$ cat src/rtl/daq_pkg.sv
// Shared definitions for the DAQ scan sequencer: FSM encoding, watchdog
// limit and status bit positions.
package daq_pkg;

    typedef enum logic [2:0] {
        ST_IDLE      = 3'd0,
        ST_ISSUE     = 3'd1,
        ST_WAIT_ACT  = 3'd2,
        ST_WAIT_DONE = 3'd3,
        ST_STORE     = 3'd4,
        ST_NEXT      = 3'd5
    } seq_state_t;

    localparam int WDOG_LIMIT = 256;
    localparam int WDOG_W     = $clog2(WDOG_LIMIT);

    localparam int STAT_W        = 3;
    localparam int STAT_OVERFLOW = 0;
    localparam int STAT_OVERRUN  = 1;
    localparam int STAT_TIMEOUT  = 2;

    // A programmed period of zero behaves as a one-cycle period.
    function automatic logic [15:0] eff_period(input logic [15:0] p);
        return (p == 16'd0) ? 16'd1 : p;
    endfunction

endpackage

$ cat src/rtl/daq_sync_fifo.sv
// Single-clock first-word-fall-through FIFO holding scan results.
// Supports simultaneous push and pop while full.
module daq_sync_fifo #(
    parameter int WIDTH = 35,
    parameter int DEPTH = 16
) (
    input  logic                     clk,
    input  logic                     rst_n,
    input  logic                     push,
    input  logic                     pop,
    input  logic [WIDTH-1:0]         wdata,
    output logic [WIDTH-1:0]         rdata,
    output logic                     empty,
    output logic                     full,
    output logic [$clog2(DEPTH):0]   count,
    output logic                     overflow
);

    localparam int PW = $clog2(DEPTH);

    logic [WIDTH-1:0] r_mem [DEPTH];
    logic [PW-1:0]    r_wr_ptr;
    logic [PW-1:0]    r_rd_ptr;
    logic [PW:0]      r_count;
    logic             w_do_push;
    logic             w_do_pop;

    assign empty    = (r_count == '0);
    assign full     = (r_count == (PW+1)'(DEPTH));
    assign count    = r_count;
    assign rdata    = r_mem[r_rd_ptr];

    // When full, a same-cycle pop frees the slot the push lands in.
    assign w_do_pop  = pop && !empty;
    assign w_do_push = push && (!full || pop);
    assign overflow  = push && full && !pop;

    always_ff @(posedge clk) begin
        if (w_do_push)
            r_mem[r_wr_ptr] <= wdata;
    end

    always_ff @(posedge clk or negedge rst_n) begin
        if (!rst_n) begin
            r_wr_ptr <= '0;
            r_rd_ptr <= '0;
            r_count  <= '0;
        end else begin
            if (w_do_push)
                r_wr_ptr <= r_wr_ptr + PW'(1);
            if (w_do_pop)
                r_rd_ptr <= r_rd_ptr + PW'(1);
            if (w_do_push && !w_do_pop)
                r_count <= r_count + (PW+1)'(1);
            else if (w_do_pop && !w_do_push)
                r_count <= r_count - (PW+1)'(1);
        end
    end

endmodule

$ cat src/rtl/daq_scan_sequencer.sv
// Periodic multi-channel read sequencer: issues one read per channel to a
// DAQ master on every scan tick and queues {channel, data} results.
module daq_scan_sequencer #(
    parameter int aw         = 32,
    parameter int dw         = 32,
    parameter int FIFO_DEPTH = 16
) (
    input  logic                          wb_clk,
    input  logic                          wb_rst,
    input  logic                          enable,
    input  logic [15:0]                   period,
    input  logic [aw-1:0]                 base_address,
    input  logic [2:0]                    num_ch,
    output logic                          start,
    output logic [aw-1:0]                 address,
    output logic [3:0]                    selection,
    output logic                          write,
    output logic [dw-1:0]                 data_wr,
    input  logic [dw-1:0]                 data_rd,
    input  logic                          active,
    input  logic                          fifo_pop,
    output logic [dw-1:0]                 fifo_data,
    output logic [2:0]                    fifo_ch,
    output logic                          fifo_empty,
    output logic                          fifo_full,
    output logic [$clog2(FIFO_DEPTH):0]   fifo_count,
    output logic [2:0]                    status,
    input  logic                          status_clr
);

    import daq_pkg::*;

    seq_state_t        r_state;
    logic [15:0]       r_timer;
    logic [2:0]        r_ch;
    logic [2:0]        r_nch;
    logic [aw-1:0]     r_base;
    logic [WDOG_W-1:0] r_wdog;
    logic              r_start;
    logic [aw-1:0]     r_address;
    logic [3:0]        r_sel;
    logic              r_push;
    logic [dw+2:0]     r_push_data;
    logic [STAT_W-1:0] r_status;

    logic [15:0]       w_period;
    logic              w_tick;
    logic              w_wd_exp;
    logic              w_timeout;
    logic              w_overrun;
    logic              w_overflow;
    logic [2:0]        w_ch_next;
    logic [aw-1:0]     w_next_addr;
    logic [STAT_W-1:0] w_set;
    logic [dw+2:0]     w_fifo_rdata;

    assign w_period    = eff_period(period);
    assign w_tick      = enable && (r_timer >= (w_period - 16'd1));
    assign w_wd_exp    = (r_wdog == WDOG_W'(WDOG_LIMIT - 1));
    assign w_timeout   = w_wd_exp && (((r_state == ST_WAIT_ACT) && !active) ||
                                      ((r_state == ST_WAIT_DONE) && active));
    assign w_overrun   = w_tick && (r_state != ST_IDLE);
    assign w_ch_next   = r_ch + 3'd1;
    assign w_next_addr = r_base + (aw'(w_ch_next) << 2);

    assign start     = r_start;
    assign address   = r_address;
    assign selection = r_sel;
    assign write     = 1'b0;
    assign data_wr   = '0;
    assign status    = r_status;
    assign fifo_ch   = w_fifo_rdata[dw+2:dw];
    assign fifo_data = w_fifo_rdata[dw-1:0];

    always_ff @(posedge wb_clk or negedge wb_rst) begin
        if (!wb_rst)
            r_timer <= 16'd0;
        else if (!enable || w_tick)
            r_timer <= 16'd0;
        else
            r_timer <= r_timer + 16'd1;
    end

    // One watchdog budget covers both the wait-for-busy and wait-for-done phases.
    always_ff @(posedge wb_clk or negedge wb_rst) begin
        if (!wb_rst) begin
            r_state   <= ST_IDLE;
            r_ch      <= 3'd0;
            r_wdog    <= '0;
            r_start   <= 1'b0;
            r_address <= '0;
            r_sel     <= 4'h0;
            r_push    <= 1'b0;
        end else begin
            r_start <= 1'b0;
            r_push  <= 1'b0;
            case (r_state)
                ST_IDLE: begin
                    if (w_tick) begin
                        r_state   <= ST_ISSUE;
                        r_ch      <= 3'd0;
                        r_start   <= 1'b1;
                        r_address <= base_address;
                        r_sel     <= 4'hF;
                    end
                end
                ST_ISSUE: begin
                    r_state <= ST_WAIT_ACT;
                    r_wdog  <= '0;
                end
                ST_WAIT_ACT: begin
                    if (w_timeout) begin
                        r_state <= ST_IDLE;
                        r_sel   <= 4'h0;
                    end else begin
                        r_wdog <= r_wdog + WDOG_W'(1);
                        if (active)
                            r_state <= ST_WAIT_DONE;
                    end
                end
                ST_WAIT_DONE: begin
                    if (w_timeout) begin
                        r_state <= ST_IDLE;
                        r_sel   <= 4'h0;
                    end else begin
                        r_wdog <= r_wdog + WDOG_W'(1);
                        if (!active) begin
                            r_state <= ST_STORE;
                            r_push  <= 1'b1;
                            r_sel   <= 4'h0;
                        end
                    end
                end
                ST_STORE: begin
                    r_state <= ST_NEXT;
                end
                ST_NEXT: begin
                    if ((r_ch < r_nch) && enable) begin
                        r_state   <= ST_ISSUE;
                        r_ch      <= w_ch_next;
                        r_start   <= 1'b1;
                        r_address <= w_next_addr;
                        r_sel     <= 4'hF;
                    end else begin
                        r_state <= ST_IDLE;
                    end
                end
                default: r_state <= ST_IDLE;
            endcase
        end
    end

    // Scan configuration is frozen at scan start; read data is taken as done is seen.
    always_ff @(posedge wb_clk) begin
        if ((r_state == ST_IDLE) && w_tick) begin
            r_base <= base_address;
            r_nch  <= num_ch;
        end
        if ((r_state == ST_WAIT_DONE) && !active)
            r_push_data <= {r_ch, data_rd};
    end

    always_comb begin
        w_set                = '0;
        w_set[STAT_TIMEOUT]  = w_timeout;
        w_set[STAT_OVERRUN]  = w_overrun;
        w_set[STAT_OVERFLOW] = w_overflow;
    end

    always_ff @(posedge wb_clk or negedge wb_rst) begin
        if (!wb_rst)
            r_status <= '0;
        else if (status_clr)
            r_status <= '0;
        else
            r_status <= r_status | w_set;
    end

    daq_sync_fifo #(
        .WIDTH (dw + 3),
        .DEPTH (FIFO_DEPTH)
    ) u_fifo (
        .clk      (wb_clk),
        .rst_n    (wb_rst),
        .push     (r_push),
        .pop      (fifo_pop),
        .wdata    (r_push_data),
        .rdata    (w_fifo_rdata),
        .empty    (fifo_empty),
        .full     (fifo_full),
        .count    (fifo_count),
        .overflow (w_overflow)
    );

endmodule

$ cat config.mk
export PLATFORM = sky130hd
export DESIGN_NAME = daq_scan_sequencer
export DESIGN_NICKNAME = d
export VERILOG_FILES = /design/src/rtl/daq_pkg.sv /design/src/rtl/daq_sync_fifo.sv /design/src/rtl/daq_scan_sequencer.sv
export SDC_FILE = /design/constraint.sdc
export NUM_CORES = 1
export LEC_CHECK = 0
export CORE_UTILIZATION = 30
export CTS_BUF_LIST = sky130_fd_sc_hd__clkbuf_2 sky130_fd_sc_hd__clkbuf_4 sky130_fd_sc_hd__clkbuf_8
export DETAILED_ROUTE_END_ITERATION = 8
export GPL_TIMING_DRIVEN = 0
export PLACE_DENSITY = 0.56
export SETUP_SLACK_MARGIN = 0.4
export SYNTH_ARGS = -nofsm -noshare
export SYNTH_HDL_FRONTEND = slang
export SYNTH_SLANG_ARGS = --single-unit
export TNS_END_PERCENT = 20
$ cat constraint.sdc
create_clock -name wb_clk -period 5.1 [get_ports wb_clk]
set_input_delay 1.02 -clock wb_clk [delete_from_list [all_inputs] [get_ports wb_clk]]
set_output_delay 1.02 -clock wb_clk [all_outputs]
set_load 0.03 [all_outputs]
# Word-level counts from Yosys, hierarchy flattened
# Memory sizes are Yosys's and may differ from the RTL's.
# Cells that the tools add are included.
# word_totals
ff_bits	154
mem_bits_rw	560
input_bits	89
output_inout_bits	115
word_cells	112
n_memories	1
# classes
n_addsub	9
n_lt_le_gt_ge	2
n_eq_ne	13
mux	34
n_bitwise	1
n_reduce_logical	37
# memory_table
name	depth	word_bits	read_ports	rd_clocked_by_memory_dff	wr	line	source
u_fifo.r_mem	16	35	1	0	1	daq_sync_fifo.sv:21	logic [WIDTH-1:0] r_mem [DEPTH];
# op_table
cell	n
2-to-1 mux 32 bit	2
one-hot mux 32 bit (2 select lines)	1
adder 32 x 5 -> 32 bit	1
2-to-1 mux 16 bit	2
2-to-1 mux 3 bit	8
2-to-1 mux 4 bit	5
one-hot mux 3 bit (6 select lines)	1
adder 16 x 1 -> 16 bit (second input constant)	1
greater-or-equal comparator 16 bit	1
zero test 16 bit	1
one-hot mux 4 bit (4 select lines)	1
one-hot mux 8 bit (2 select lines)	1
subtractor 16 x 1 -> 16 bit (second input constant)	1
logical AND 1 bit	14
2-to-1 mux 5 bit	2
adder 4 x 1 -> 4 bit (second input constant)	2
adder 8 x 1 -> 8 bit (second input constant)	1
equality test 8 bit (second input constant)	1
2-to-1 mux 1 bit	8
2-to-1 mux 8 bit	1
inequality test 2 bit (second input constant)	4
zero test 1 bit	7
equality test 3 x 2 -> 1 bit (second input constant)	2
equality test 3 bit (second input constant)	2
other kinds (20)	26

# Logic depth before layout (Yosys ltp)
# Gate-level depths: netlist (run 1).
# depth
depth_word	8
ltp_mapped	16

# Modules after synthesis
# A second synthesis (run 1) with hierarchy kept.
# hier_totals
hier_cells	1699
hier_area_um2	29014.1
# by_module_without_submodules
mod	n_inst	cells_per_inst	area_per_inst_um2
daq_sync_fifo	1	1098	22217.6
daq_scan_sequencer	1	601	6796.5

# Worst setup path before layout (run 1)
# OpenSTA, ideal clock, no wires.
# synth_timing
kind	input port to flip-flop
start	input period[4]
end	register r_base[0], enable pin
setup_time_ns	0.427
arrival_time_ns	5.521
required_time_ns	4.673
slack_ns	-0.848
stages	15
path_buffers	0
path_cell_list	nor4_1 nand2_1 nor3_1 a21oi_1 ha_1 nor3b_1 nand3_1 nor4_1 xnor2_1 ha_1 and4_1 nand2_1 or4_1 a31o_2 nor2_1
# synth_via
elab_chain_cells	6
# synth_lines
element	line	source
start, declared	daq_scan_sequencer.sv:11	input logic [15:0] period,
zero test 16 bit	daq_pkg.sv:24	return (p == 16'd0) ? 16'd1 : p;
2-to-1 mux 16 bit *	daq_pkg.sv:24	
subtractor 16 x 1 -> 16 bit *	daq_scan_sequencer.sv:58	assign w_tick = enable && (r_timer >= (w_period - 16'd1));
greater-or-equal comparator 16 bit *	daq_scan_sequencer.sv:58	
logical AND 1 bit *	daq_scan_sequencer.sv:58	
logical AND 1 bit *	daq_scan_sequencer.sv:155	if ((r_state == ST_IDLE) && w_tick) begin
end signal, assigned	daq_scan_sequencer.sv:156	r_base <= base_address;
end, declared	daq_scan_sequencer.sv:37	logic [aw-1:0] r_base;
# Every way passes the cells marked *; elsewhere a longest branch is shown, timed or not.
# A chain may end at the register's enable or synchronous reset.

# Final worst setup path (run 1)
# layout_timing
start	register u_fifo.r_rd_ptr[0]
end	output fifo_ch[2]
# layout_via
elab_chain_cells	1
# layout_lines
element	line	source
start, declared	daq_sync_fifo.sv:23	logic [PW-1:0] r_rd_ptr;
start signal, assigned	daq_sync_fifo.sv:52	r_rd_ptr <= r_rd_ptr + PW'(1);
memory read (16 x 35 bit)	n/a	
end, declared	daq_scan_sequencer.sv:23	output logic [2:0] fifo_ch,
# Every way passes these cells.

==> flow_summary.yaml, run 1 <==
timing:
  finalCritPeriodShare_pct: 92.55
  fin_skew_ps: 54.16
  setup_tns_ps: 0
  timing.final.crit_period_ps: 4720
  fin_hold_ws_ps: 267.3
  worst_slew_pin_slew_ps: 982.1
  finalSetupViolations: 0
  setup_slack_ps: 380.2
  max_freq_ghz: 0.2119
  slew-limit-headroom_pct: 34.53
  hold_viol: 0
  grt_setup_unrepaired: "true"
  finalMaxSlewViolations: 0
clock_tree:
  clk_pin_slew_ps: 60
  clk_path_buf_depth: 3
  htree_levels: 3
  cts_sinks: 711
  clock_latency_ps: 730
  ctsHoldBuffers: 0
  cts_made_buffers: 115
  tritoncts: "yes"
  cts_root_buf: "clkbuf_8"
detailed_routing:
  met2WireLength_um: 34020
  post_drt_wl_per_cell_um: 21.86
  top_layer_used: "met5"
  drt_iter0_drc: 1149
  ant_nets: 0
  routed-wl-met3_um: 4508
  dr.pass1.iters: 6
  vias: 15092
  routed_via_density: 4.735
  met1_length_um: 29750
  drc: 0
  wl_um: 69670
layout:
  fin_cells: 3187
  mostFrequentLayoutCells: "edfxtp_1 (630), mux4_2 (175), clkdlybuf4s50_1 (157)"
  mostFrequentLayoutCell: "edfxtp_1"
  syn_to_final_growth_pct: 22.10
  drive_above_1_share_pct: 27.64
  nNetsFinal: 1953
  postLayoutCoreUtil_pct: 36.97
  stdcell_area_mm2: 0.03513
pwr:
  combPwrFrac_pct: 31.4
  seqPwrFrac_pct: 40.6
  clkPwrFrac_pct: 28.0
  power.leakage_nw: 11.78
  internal_power_mw: 11.88
  finalPower_mw: 17.47
  swShare_pct: 32.00
  powerDensity_mw_per_mm2: 497.4
  ir_drop_mv: 0.2602
  power_switching_mw: 5.592
logic_synthesis:
  synth_flop_cell: "edfxtp_1"
  synth_compound_area_share_pct: 2.283
  syn_area_per_cell_um2: 19.43
  postSynthCellCount: 1481
  synthTopCellsByArea: "edfxtp_1 (66%), mux4_2 (14%), dfrtp_1 (7.0%)"
  syn-cell-area_mm2: 0.02877
  synth-simple-area-share_pct: 4.544
  synthMuxAreaShare_pct: 15.06
  synth_edf_count: 630
  synth_xor_area_share_pct: 1.552
  seq_area_frac_synth_pct: 72.80
  yosysUniqueCellTypes: 61
  synth_top_family_by_area: "multiplexers"
  synth_area_leader_cell: "edfxtp_1"
  synth_top_area_share_pct: 65.75
  synthArstFlopShare_pct: 11.39
  yosys_warnings: 0
  synth_fa_ha_area_share_pct: 1.652
  synth-seq-cells: 711
global_route:
  antenna_found_initial: 3
  grt_overflow_total: 0
  grt_pass1_wl_um: 104400
  grt_pass1_vias: 16333
  grt_max_degree: 52
  grt_use_total_pct: 14.43
placed_design:
  dpl_cell_area_mm2: 0.03264
  pre_cts_ws_ps: -1036
  port_buffers: 170
  dp_hpwl_um: 43530
  dpl.cell_count: 2970
  routabilityCongestion: 0.7783
setup_path:
  critical_path.endpoint_type: "primary output"
  required_ps: 4080
  cpLargestDelayFamily: "buffers and inverters"
  cpPeakStageDelay_ps: 620
  crit_arrival_ps: 3700
  critical_path_buf_inv_count: 4
  cp_max_fo: 10
  slowest_stage: "clkdlybuf4s50_1"
  ff2ff_setup_slack_ps: 1390
  crit_chain: "buf_2, buf_4, buf_4, mux4_2, mux4_2, clkdlybuf4s50_1"
  start_kind: "flip-flop"
  worst-setup-path-type: "flip-flop to primary output"
hold_path:
  min-delay-path-class: "primary input to async pin"
run_status:
  outcome: "finished, final reports clean"
floorplan:
  core_area_mm2: 0.09501
  fp.dieArea_mm2: 0.09715
  initial_utilization_pct: 30.28
  die_h_um: 311.7
  num_io_pins: 204
  dieWidth_um: 311.7
  std_cell_rows: 113
run:
  maxCapViolations: 0
## timing repair
| action | 4_1_cts | 5_1_grt |
|---|---|---|
| pin swaps | 1 | 3 |
| hold endpoints to repair | 0 | 0 |
| resized for setup | 84 | 6 |
| setup endpoints to repair | 104 | 104 |
| buffers inserted | 0 | 5 |
| cloned | 1 | 0 |
## cell usage after synthesis, types with 8 or more instances
cell / n
a31oi_1: 20
buf_1: 12
dfrtp_1: 81
clkbuf_1: 38
a21oi_1: 20
o21ai_0: 30
edfxtp_1: 630
mux2_2: 32
or4_1: 12
nand3_1: 20
ha_1: 34
mux4_2: 175
nor2_1: 58
nor3_1: 15
buf_4: 39
o31ai_1: 12
nand2_1: 54
nand4_1: 12
xor2_1: 15
and4_1: 8
inv_1: 22
and2_1: 23
xnor2_1: 36
## final cells by class
class                      instances  area, um2
antenna                            1      2.502
buffer                            95      610.6
clock buffer                     162       1961
clock inverter                    48      327.8
fill                            8842      59880
inverter                          23      86.33
multi-input combinational        685       7440
sequential                       711      20950
tap                             1265       1583
timing repair buffer             197       2175
## registers in the layout, indices dropped and copies added, names as in the netlist, 3 cells and up
| register | count |
|---|---|
| r_wdog | 8 |
| u_fifo.r_mem | 560 |
| u_fifo.r_rd_ptr | 4 |
| r_nch | 3 |
| r_state | 3 |
| u_fifo.r_wr_ptr | 4 |
| r_base | 32 |
| r_timer | 16 |
| u_fifo.count | 5 |
| address | 32 |
| r_push_data | 35 |
| status | 3 |
| r_ch | 3 |
## worst register-to-register path: cells and delay by family (launching register included)
kind | cells | cell delay (ps)
adder cells (fa/ha/maj) | 2 | 580
XOR/XNOR | 1 | 190
buffers and inverters | 2 | 910
AO/OA/AOI/OAI | 3 | 720
flip-flops | 1 | 470
multiplexers | 1 | 270
AND/OR/NAND/NOR | 2 | 440
## routing by layer
layer  global-route usage, %  up-vias
li1                        -     6647
met1                   19.08     7863
met2                   23.71      478
met3                   3.354      100
met4                   4.078        4
met5                       0        -
## path summary, 6_finish.rpt
check,startpoint,endpoint,cells after the start
worst min register to register,r_timer[0],r_timer[0],1
worst min-delay path,wb_rst,u_fifo.r_wr_ptr[1],1
max in group asynchronous,wb_rst,r_wdog[3],2
worst max register to register,r_ch[0],address[11],11
min in group wb_clk,r_timer[0],r_timer[0],1
worst max-delay path,u_fifo.r_rd_ptr[0],fifo_ch[2],6
## power by group through the flow
stage               clock [mW]  combinational (mW)  sequential (mW)
floorplan                    0                3.44             7.25
global placement             0                5.51             7.19
detailed placement           0                5.62             7.20
CTS                       5.05                5.65             7.09
global route              5.29                5.88             7.14
finish                    4.90                5.49             7.09
## cells by family (layout without fill, tap and decap cells)
logic type      Yosys count  after routing
simple gates            250            251
buf+inv                 118            525
mux                     210            210
flops                   711            711
other cells               1             34
compound gates          103            103
fa+ha+maj                37             37
xor+xnor                 51             51
(Power assumes the default switching activity.)
==> inputs of run 2 (changes only) <==
- CTS_BUF_LIST: sky130_fd_sc_hd__clkbuf_2 sky130_fd_sc_hd__clkbuf_4 sky130_fd_sc_hd__clkbuf_8 -> not set
==> flow_summary.yaml, run 2 (synthesized netlist as in run 1, its figures left out) <==
timing:
  fin_skew_ps: 25.94
  hold_viol: 0
  max_freq_ghz: 0.2114
  setup_tns_ps: 0
  grt_setup_unrepaired: "true"
  finalMaxSlewViolations: 0
  finalSetupViolations: 0
  finalCritPeriodShare_pct: 92.77
  worst_slew_pin_slew_ps: 984.8
  timing.final.crit_period_ps: 4731
  slew-limit-headroom_pct: 34.35
detailed_routing:
  vias: 14872
  ant_nets: 0
  drc: 0
  post_drt_wl_per_cell_um: 22.27
  routed_via_density: 4.767
  drt_iter0_drc: 1272
  dr.pass1.iters: 5
  wl_um: 69480
layout:
  drive_above_1_share_pct: 24.58
  num-fill-cells: 8775
  postLayoutCoreUtil_pct: 37.24
  largest_reg_flops: 560
  top_register: "u_fifo.r_mem"
  mostFrequentLayoutCells: "edfxtp_1 (630), mux4_2 (175), clkdlybuf4s50_1 (166)"
  reg_top3: "u_fifo.r_mem (560), r_push_data (35)"
  syn_to_final_growth_pct: 22.96
  mostFrequentLayoutCell: "edfxtp_1"
  antenna_cells: 0
  nNetsFinal: 1919
global_route:
  grt_pass1_vias: 16003
  grt_overflow_total: 0
  grt_max_degree: 52
  grt_pass1_wl_um: 103900
  antenna_found_initial: 2
  grt_use_total_pct: 14.42
setup_path:
  cp_max_fo: 10
  critical_path.endpoint_type: "primary output"
  worst-setup-path-type: "flip-flop to primary output"
  start_kind: "flip-flop"
  slowest_stage: "clkdlybuf4s50_1"
  cpPeakStageDelay_ps: 640
  required_ps: 4080
  crit_arrival_ps: 3710
  crit_chain: "buf_2, buf_4, buf_2, mux4_2, mux4_2, clkdlybuf4s50_1"
pwr:
  ir_drop_mv: 0.2486
  powerDensity_mw_per_mm2: 513.5
  finalPower_mw: 18.17
  power.leakage_nw: 11.77
placed_design:
  port_buffers: 170
  routabilityCongestion: 0.7783
  dp_hpwl_um: 43530
floorplan:
  num_io_pins: 204
  die_h_um: 311.7
  core_area_mm2: 0.09501
  initial_utilization_pct: 30.28
  std_cell_rows: 113
  fp.dieArea_mm2: 0.09715
  dieWidth_um: 311.7
run_status:
  outcome: "finished, final reports clean"
clock_tree:
  tritoncts: "yes"
  cts_sinks: 711
  cts_root_buf: "clkbuf_16"
  cts_made_buffers: 78
  htree_levels: 3
  clk_pin_slew_ps: 60
  clock_latency_ps: 620
  clk_path_buf_depth: 3
hold_path:
  min-delay-path-class: "primary input to async pin"
run:
  maxCapViolations: 0
run 2: cell types whose count changed in the layout (fill, tap and decap cells not counted), moves of 5 or more:
cell             before  now
clkbuf_16             0   79
clkbuf_1             21   42
clkinv_1             22   13
clkinv_2             17   12
clkdlybuf4s50_1     157  166
bufinv_16             2    7
clkbuf_4             47    1
clkbuf_8            119    1
dlygate4sd2_1         9    0
buf_4                45   50
run 2: repair_timing:
| action | 4_1_cts | 5_1_grt |
|---|---|---|
| setup endpoints to repair | 115 | 111 |
| pin swaps | 3 | 1 |
| gates resized for setup | 51 | 26 |
| hold buffers | 0 | 0 |
| setup buffers | 7 | 1 |
| cloned | 1 | 0 |
run 2: final cells by class:
cell class / instances / area [um2] / share of cell area [%]
Buffer: 95 / 598.1 / 1.690
Clock buffer: 100 / 2066 / 5.839
Clock inverter: 41 / 452.9 / 1.280
Inverter: 23 / 86.33 / 0.2440
Multi-Input combinational cell: 685 / 7452 / 21.06
Sequential cell: 711 / 20950 / 59.20
Tap cell: 1265 / 1583 / 4.474
Timing Repair Buffer: 200 / 2196 / 6.207
run 2: final timing paths:
path                            cells past startpoint              end                from  slack [ps]
worst max-delay path                                6    fifo_data[10]  u_fifo.r_rd_ptr[0]         370
worst min-delay path                                1  u_fifo.count[0]              wb_rst         360
worst max register to register                     11      address[11]             r_ch[0]        1400
worst min register to register                      1      address[28]         address[28]         480
max in group asynchronous                           2      address[26]              wb_rst        4070
min in group wb_clk                                 1      address[28]         address[28]         480
run 2: through the flow:
| step | setup WS [ps] | instance area (um2) | instances | hold slack [ps] |
|---|---|---|---|---|
| after floorplan | 425.2 | 28930 | 1513 | 446.1 |
| after global placement | -3541 | 32210 | 2948 | 468.9 |
| after detailed placement | -1036 | 32640 | 2970 | 476.2 |
| final | 368.7 | 35380 | 3120 | 363.2 |
| after CTS | 148.6 | 35310 | 3119 | 331.9 |
| after global routing | 203.4 | 35380 | 3120 | 351.3 |
run 2: critical path: cells and delay by family, from the launching register on:
kind	cells	cell delay, ps
buf+inv	4	1660
mux	2	1070
flops	1	360
run 2: metal layers:
layer	vias up	routed length (um)	track usage [%]
met5	-	27	0
met1	7794	30150	19.18
met2	412	34020	23.86
met4	4	1426	3.832
met3	98	3852	3.108
li1	6564	-	-
run 2: report_power, final:
group          internal (mW)  switching, mW  total (mW)
registers               6.78          0.311        7.09
clock network           3.24           2.31        5.56
logic                   2.54           2.99        5.52
total                   12.6           5.61        18.2
==> inputs of run 3 (changes only) <==
- TNS_END_PERCENT: 20 -> 100
==> flow_summary.yaml, run 3 (synthesized netlist as in run 1, its figures left out) <==
run_status:
  outcome: "finished, final reports clean"
pwr:
  ir_drop_mv: 0.2491
  power.leakage_nw: 11.79
  powerDensity_mw_per_mm2: 513.1
setup_path:
  reg2regPathDepth: 11
  r2r_start: "r_ch[0]"
  required_ps: 4080
  cp_max_fo: 10
  critical_path.endpoint_type: "primary output"
  ff2ff_setup_slack_ps: 1390
  slowest_stage: "clkdlybuf4s50_1"
  start_kind: "flip-flop"
  rr_endpoint: "address[11]"
  crit_arrival_ps: 3610
  worst-setup-path-type: "flip-flop to primary output"
  crit_chain: "buf_2, buf_4, buf_4, mux4_2, mux4_2, clkdlybuf4s50_1"
  cpPeakStageDelay_ps: 620
global_route:
  grt_max_degree: 52
  antenna_found_initial: 2
  grt_use_total_pct: 14.43
  grt_pass1_wl_um: 103900
  grt_pass1_vias: 16007
  grt_overflow_total: 0
layout:
  postLayoutCoreUtil_pct: 37.25
  nNetsFinal: 1919
  drive_above_1_share_pct: 24.58
  top_register: "u_fifo.r_mem"
  mostFrequentLayoutCells: "edfxtp_1 (630), mux4_2 (175), clkdlybuf4s50_1 (163)"
  mostFrequentLayoutCell: "edfxtp_1"
  reg_top3: "u_fifo.r_mem (560), r_push_data (35)"
  syn_to_final_growth_pct: 23.00
  largest_reg_flops: 560
  antenna_cells: 0
floorplan:
  fp.dieArea_mm2: 0.09715
  std_cell_rows: 113
  initial_utilization_pct: 30.28
  num_io_pins: 204
  die_h_um: 311.7
  core_area_mm2: 0.09501
  dieWidth_um: 311.7
timing:
  finalCritPeriodShare_pct: 90.77
  timing.final.crit_period_ps: 4629
  hold_viol: 0
  worst_slew_pin_slew_ps: 1020
  finalSetupViolations: 0
  fin_hold_ws_ps: 362.8
  slew-limit-headroom_pct: 32.00
  max_freq_ghz: 0.2160
  grt_setup_unrepaired: "true"
  fin_skew_ps: 26.50
  finalMaxSlewViolations: 0
hold_path:
  min-delay-path-class: "primary input to async pin"
clock_tree:
  clock_latency_ps: 620
  htree_levels: 3
  cts_made_buffers: 78
  cts_sinks: 711
  tritoncts: "yes"
  clk_pin_slew_ps: 60
  cts_root_buf: "clkbuf_16"
  clk_path_buf_depth: 3
detailed_routing:
  vias: 14918
  drt_iter0_drc: 1304
  routed_via_density: 4.781
  dr.pass1.iters: 5
  ant_nets: 0
  post_drt_wl_per_cell_um: 22.27
  drc: 0
  wl_um: 69470
placed_design:
  routabilityCongestion: 0.7783
  dp_hpwl_um: 43530
  port_buffers: 170
run:
  maxCapViolations: 0
[run 3: cell types whose count changed in the layout (fill, tap and decap cells not counted), sizes merged]
cell           before  now
buf                85   87
clkbuf            139  135
clkdlybuf4s15       2    3
clkdlybuf4s18       0    1
clkdlybuf4s50     166  163
dlygate4sd2         0    1
dlymetal6s2s        3    5
[run 3: per-stage QoR]
step / power [mW] / setup slack [ps] / cells / instance area (um2) / TNS [ps]
5_1_grt: 18.98 / 350.9 / 3120 / 35390 / 0
3_3_place_gp: 12.70 / -3541 / 2948 / 32210 / -202390
6_report: 18.16 / 470.7 / 3120 / 35390 / 0
3_5_place_dp: 12.82 / -1036 / 2970 / 32640 / -61400
4_1_cts: 18.47 / 409.9 / 3119 / 35350 / 0
2_1_floorplan: 10.68 / 425.2 / 1513 / 28930 / 0
[run 3: area by class of cell]
type                    count  area (um2)
plain buffers              95       604.3
clock buffers             100        2066
clock inverters            41       452.9
fillers                  8778       59620
inverters                  23       86.33
multi-input cells         685        7452
flip-flops and latches    711       20950
well taps                1265        1583
repair buffers            200        2200
[run 3: worst max-delay path by stage]
stage	end	cells after the start	from
after floorplan	r_base[0]	14	period[11]
after global placement	r_push_data[19]	2	active
after detailed placement	r_base[19]	16	period[4]
after CTS	fifo_data[12]	6	u_fifo.r_rd_ptr[1]
after global routing	fifo_ch[2]	6	u_fifo.r_rd_ptr[0]
final	fifo_data[13]	6	u_fifo.r_rd_ptr[0]
[run 3: timing repair]
action / CTS / global route
gates resized for setup: 63 / 14
endpoints found under the setup margin: 115 / 99
hold buffers: 0 / 0
pin swaps: 3 / 1
cloned: 1 / 0
buffers inserted: 7 / 1
[run 3: metal layers]
| metal | global-route usage, % | up-vias | part of all wire (%) |
|---|---|---|---|
| met4 | 3.832 | 4 | 2.1 |
| met3 | 3.108 | 100 | 5.9 |
| met1 | 19.18 | 7807 | 43 |
| met2 | 23.88 | 438 | 49 |
| met5 | 0 | - | 0.039 |
| li1 | - | 6569 | - |
[run 3: critical path, delay by kind of cell, from the launching register on]
| family | cells | cell delay (ps) |
|---|---|---|
| muxes | 2 | 1120 |
| DFF | 1 | 360 |
| buffers and inverters | 4 | 1500 |
[run 3: power by group]
part	switching, mW	total, mW	internal [mW]
registers	0.310	7.08	6.78
clock network	2.31	5.55	3.24
logic	2.99	5.52	2.53
total	5.61	18.2	12.5
